## src/rtl/automata_sequencer.sv

```systemverilog
// Script-driven sequencer for the 8-in/8-out control automaton.
// Replays up to 16 stored U vectors, one step per two clocks, and signs the C outputs.
module automata_sequencer #(
    parameter int DEPTH = 16
) (
    input  logic       clk,
    input  logic       rst,
    input  logic       wr_en,
    input  logic [3:0] wr_addr,
    input  logic [7:0] wr_data,
    input  logic [4:0] len,
    input  logic       start,
    input  logic       abort,
    input  logic       stop_en,
    input  logic [2:0] stop_state,
    input  logic [7:0] auto_C,
    input  logic [2:0] auto_state,
    output logic       auto_rst,
    output logic       auto_en,
    output logic [7:0] auto_U,
    output logic       busy,
    output logic       done,
    output logic       hit,
    output logic [4:0] steps,
    output logic [7:0] sig
);

    typedef enum logic [1:0] {IDLE, INIT, STEP, SAMPLE} state_t;

    state_t     state, state_nx;
    logic [7:0] mem [DEPTH];
    logic [3:0] ptr;
    logic [3:0] ptr_inc;
    logic [4:0] steps_inc;
    logic       len_ok;
    logic       go;
    logic       at_stop;
    logic       last;

    assign len_ok    = (len != 5'd0) && (len <= 5'(DEPTH));
    assign go        = (state == IDLE) && start && len_ok;
    assign ptr_inc   = ptr + 4'd1;
    assign steps_inc = steps + 5'd1;
    assign at_stop   = stop_en && (auto_state == stop_state);
    assign last      = (steps_inc == len);

    always_ff @(posedge clk or posedge rst) begin
        if (rst) state <= IDLE;
        else     state <= state_nx;
    end

    always_comb begin
        state_nx = state;
        unique case (state)
            IDLE:   if (go) state_nx = INIT;
            INIT:   state_nx = abort ? IDLE : STEP;
            STEP:   state_nx = abort ? IDLE : SAMPLE;
            SAMPLE: begin
                if (abort || at_stop || last) state_nx = IDLE;
                else                          state_nx = STEP;
            end
        endcase
    end

    // Abort wins over every per-state action; sig/steps keep partial values.
    always_ff @(posedge clk or posedge rst) begin
        if (rst) begin
            for (int i = 0; i < DEPTH; i++) mem[i] <= '0;
            ptr      <= '0;
            auto_rst <= 1'b0;
            auto_en  <= 1'b0;
            auto_U   <= '0;
            busy     <= 1'b0;
            done     <= 1'b0;
            hit      <= 1'b0;
            steps    <= '0;
            sig      <= '0;
        end else begin
            done <= 1'b0;
            if (state != IDLE && abort) begin
                auto_en  <= 1'b0;
                auto_rst <= 1'b0;
                done     <= 1'b1;
                busy     <= 1'b0;
                hit      <= 1'b0;
            end else begin
                unique case (state)
                    IDLE: begin
                        if (wr_en) mem[wr_addr] <= wr_data;
                        if (go) begin
                            sig      <= '0;
                            steps    <= '0;
                            hit      <= 1'b0;
                            ptr      <= '0;
                            busy     <= 1'b1;
                            auto_rst <= 1'b1;
                        end
                    end
                    INIT: begin
                        auto_rst <= 1'b0;
                        auto_en  <= 1'b1;
                        auto_U   <= mem[0];
                    end
                    STEP: auto_en <= 1'b0;
                    SAMPLE: begin
                        sig   <= {sig[6:0], sig[7]} ^ auto_C;
                        steps <= steps_inc;
                        if (at_stop) begin
                            hit  <= 1'b1;
                            done <= 1'b1;
                            busy <= 1'b0;
                        end else if (last) begin
                            done <= 1'b1;
                            busy <= 1'b0;
                        end else begin
                            ptr     <= ptr_inc;
                            auto_en <= 1'b1;
                            auto_U  <= mem[ptr_inc];
                        end
                    end
                endcase
            end
        end
    end

endmodule

```

## config.mk

```make
export PLATFORM = sky130hd
export DESIGN_NAME = automata_sequencer
export DESIGN_NICKNAME = d
export VERILOG_FILES = /design/src/rtl/automata_sequencer.sv
export SDC_FILE = /design/constraint.sdc
export NUM_CORES = 1
export LEC_CHECK = 0
export CAP_MARGIN = 20
export CORE_ASPECT_RATIO = 1.2
export CORE_MARGIN = 3
export CORE_UTILIZATION = 63
export CTS_CLUSTER_DIAMETER = 40
export DETAILED_ROUTE_END_ITERATION = 16
export PLACE_DENSITY = 0.95
export SYNTH_ARGS = -nofsm -noshare
export SYNTH_HDL_FRONTEND = slang
export SYNTH_SLANG_ARGS = --single-unit
export TNS_END_PERCENT = 1
```

## constraint.sdc

```tcl
create_clock -name clk -period 10.25 [get_ports clk]
set_clock_uncertainty 0.15 [all_clocks]
set_input_delay 3.075 -clock clk [delete_from_list [all_inputs] [get_ports clk]]
set_output_delay 3.075 -clock clk [all_outputs]
set_load 0.03 [all_outputs]
```

==> results.toml <==
[pwr]
seq_power_share_pct = 41.0
power_frac_clock_pct = 23.5
powerDensity_mw_per_mm2 = 295.0
fraction_of_power_spent_switching_nets_pct = 33.30
internal_power_mw = 1.774
leakage_nw = 3.971
vdd_drop_max_mv = 0.1950
power.share.combinational_pct = 35.5
switchingPower_uw = 885.6

[global_routing]
grt_use_total_pct = 29.02
grt_pass1_vias = 5752
wire_length_of_the_first_global_routing_pass_mm = 30.33
grt_max_degree = 82
grt-ovfl-total = 0
antenna_found_initial = 0

[synthesis]
synthesis.nets = 667
synth_enable_flop_cells = 0
synth_cell_type_count = 50
synthDominantAreaCellType = "dfrtp_1"
asyncSetResetFlopFracSynth_pct = 100.0
dominantRegCellSynth = "dfrtp_1"
yosys_warnings = 0
post_synthesis_sequential_area_ratio_pct = 51.96
ys_top_cells_by_area = "dfrtp_1, mux2_2, mux4_2"
synthCells = 623
synth.ff_latch_count = 160
syn_area_per_cell_sq_um = 12.37
synth_top_area_share_pct = 51.96
netlist_area_sq_mm = 0.007705

[setup_path]
rrSetupSlack_ns = 6.74
setup.worst_path.start = "len[2]"
worstSetupPathType = "primary input to register"
worstReg2RegStart = "ptr[0]$_DFFE_PP0P_"
slowest_stage_cell_crit_path = "clkdlybuf4s50_1"
critPathTopFamily = "simple AND/OR/NAND/NOR gates"
worst-r2r-cell-count = 6
worstPathArrival_ns = 5.45
crit_path_start_kind = "primary input"
crit_path_to = "ptr[3]$_DFFE_PP0P_"
path_cells = "clkdlybuf4s50_1 -> nor4_1 -> xnor2_1 -> a41oi_2 -> or2_2 -> or4_1 -> o21ai_1"
worstSetupEndpointType = "register"
critical_path.max_fanout = 12
cp.required_ns = 10.45
cp_num_buf_inv = 1
cp_num_cells = 7
r2r-end = "auto_U[0]$_DFFE_PP0P_"
timing.critical_path.slowest_cell_delay_ns = 0.49

[finish]
regArea_sq_mm = 0.004004
mostFrequentLayoutCells = "dfrtp_1, mux2_2, nand2_1"
antennaDiodeCount = 0
final_util_pct = 76.86
fillCellCount = 706
syn_to_final_growth_pct = 17.00
finalNetCount = 718
most_common_cell_after_layout_fill_and_taps_aside = "dfrtp_1"
drive_above_1_share_pct = 29.39
multiInputGateArea_sq_mm = 0.003535

[sta]
timing.final.hold_violations = 0
totalNegativeSetupSlack_ns = 0
timing.final.crit_share_pct = 51.27
rsz_0062_raised_after_global_routing = "no"
final-max-slew-violation-count = 0
finalCriticalPeriod_ns = 5.255
max_clock_freq_mhz = 190.3
setup_viol = 0
worst-slew-pin-transition_ns = 1.053
layout_setup_ws_ns = 4.995
timing.max_slew.rel_slack_pct = 29.78

[floorplanning]
rows = 43
core-area_sq_mm = 0.01173
effective_utilization_at_floorplan_pct = 65.69
ios = 63
die_area_sq_mm = 0.01360
die_height_um = 127.1
chip_width_um = 107.0

[cts]
cts.sink_count = 160
ctsLongestPathBuffers = 2
ctsRootBufferMaster = "clkbuf_16"
clk_transition_reported_paths_ns = 0.06
clock_tree.htree_level_count = 4
cts-resized-gates = 0
cts_buffers = 17
cts_tree = "yes"
worstSkewPairLatency_ns = 0.42
number_of_setup_buffers_added_after_cts = 0
cts_hold_buf = 0

[run_status]
status = "completed"

[route]
post_drt_wl_per_cell_um = 22.73
drt_first_pass_iters = 5
dr_drc_count = 0
routed_wl_mm = 19.11
ant_nets = 0
vias_per_std_cell = 6.540
drtIter0Drc = 662
route.vias.total = 5500

[placement]
globalplace.congestion = 0.8598
port-buffer-count = 62
hpwl_mm = 12.28
preCtsSetupSlack_ns = 4.196

[min_path]
min_path_type = "register to register"

[flow_run]
drv_cap = 0
-- stage by stage --
step,total power [mW],instances,cell area [sq um],hold WS [ns]
3_3_place_gp,1.930,810,8421,0.3325
6_report,2.659,841,9015,0.3546
5_1_grt,2.780,841,9015,0.3630
4_1_cts,2.646,839,8992,0.3569
3_5_place_dp,2.005,810,8421,0.3433
2_1_floorplan,1.721,623,7705,0.3241
-- cell families after synthesis --
group                      count (synthesis)  synth area share, %
AOI/OAI and AO/OA                         62                6.009
and+or+nand+nor                          164                9.857
DFF                                      160                51.96
adders and majority gates                  7                1.137
buffers and inverters                     44                2.355
muxes                                    165                26.29
xor gates and xnor gates                  21                2.387
-- power by group through the flow --
stage | combinational (mW) | sequential [mW] | clock, mW
floorplan | 0.624 | 1.10 | 0
global placement | 0.873 | 1.06 | 0
detailed placement | 0.917 | 1.09 | 0
CTS | 0.936 | 1.09 | 0.625
global route | 1.01 | 1.12 | 0.652
finish | 0.945 | 1.09 | 0.624
-- worst register-to-register path: cells and delay by family (launching register included) --
family	cells	cell delay, ns
adder cells (fa/ha/maj)	1	1.06
AND/OR/NAND/NOR	1	0.66
buffers and inverters	1	0.27
AO/OA/AOI/OAI	2	0.61
flip-flops	1	0.39
multiplexers	1	0.27
-- synthesized netlist by cell type, types with 3 or more instances --
cell type and instances:
xnor2_1 15, and3_1 9, a221o_1 8, nand2b_1 4
buf_2 7, clkbuf_1 26, a31oi_1 3, and2_1 3
or4_1 3, o31ai_1 9, a21oi_1 13, mux2_2 139
a21o_1 3, nor2_1 16, nand2_1 88, a32oi_1 8
xor2_1 6, nor3_1 7, ha_1 7, mux4_2 16
o21ai_0 6, mux2i_1 10, dfrtp_1 160, inv_1 8
nand3_1 20
-- flip-flops by register name (all words and copies together) (netlist names), 2 cells and up --
name	count
auto_U	8
sig	8
mem	128
ptr	4
steps	5
state	2
-- area by class of cell --
cell class / count / area share [%]
inverters: 8 / 0.3886
well taps: 157 / 2.179
flip-flops and latches: 160 / 44.41
multi-input cells: 419 / 39.21
repair buffers: 68 / 7.467
clock buffers: 17 / 4.719
clock inverters: 12 / 1.624
-- worst min-delay path by stage --
stage | start | end | slack [ns] | cells after the start
after global routing | mem[6]$_DFFE_PP0P_ | mem[6]$_DFFE_PP0P_ | 0.36 | 1
after CTS | mem[118]$_DFFE_PP0P_ | mem[118]$_DFFE_PP0P_ | 0.36 | 1
final | mem[93]$_DFFE_PP0P_ | mem[93]$_DFFE_PP0P_ | 0.35 | 1
after detailed placement | mem[99]$_DFFE_PP0P_ | mem[99]$_DFFE_PP0P_ | 0.34 | 1
after floorplan | mem[104]$_DFFE_PP0P_ | mem[104]$_DFFE_PP0P_ | 0.32 | 1
after global placement | mem[92]$_DFFE_PP0P_ | mem[92]$_DFFE_PP0P_ | 0.33 | 1
-- per-layer routing --
metal  vias to the layer above  routed length, um  track usage, %
li1                       2339                  -               -
met1                      2791               7181           34.54
met2                       300               9620           49.41
met3                        70               1429           6.670
met4                         0                881           14.90
met5                         -                  0               0
No activity file was read; power rests on OpenSTA's default activity.
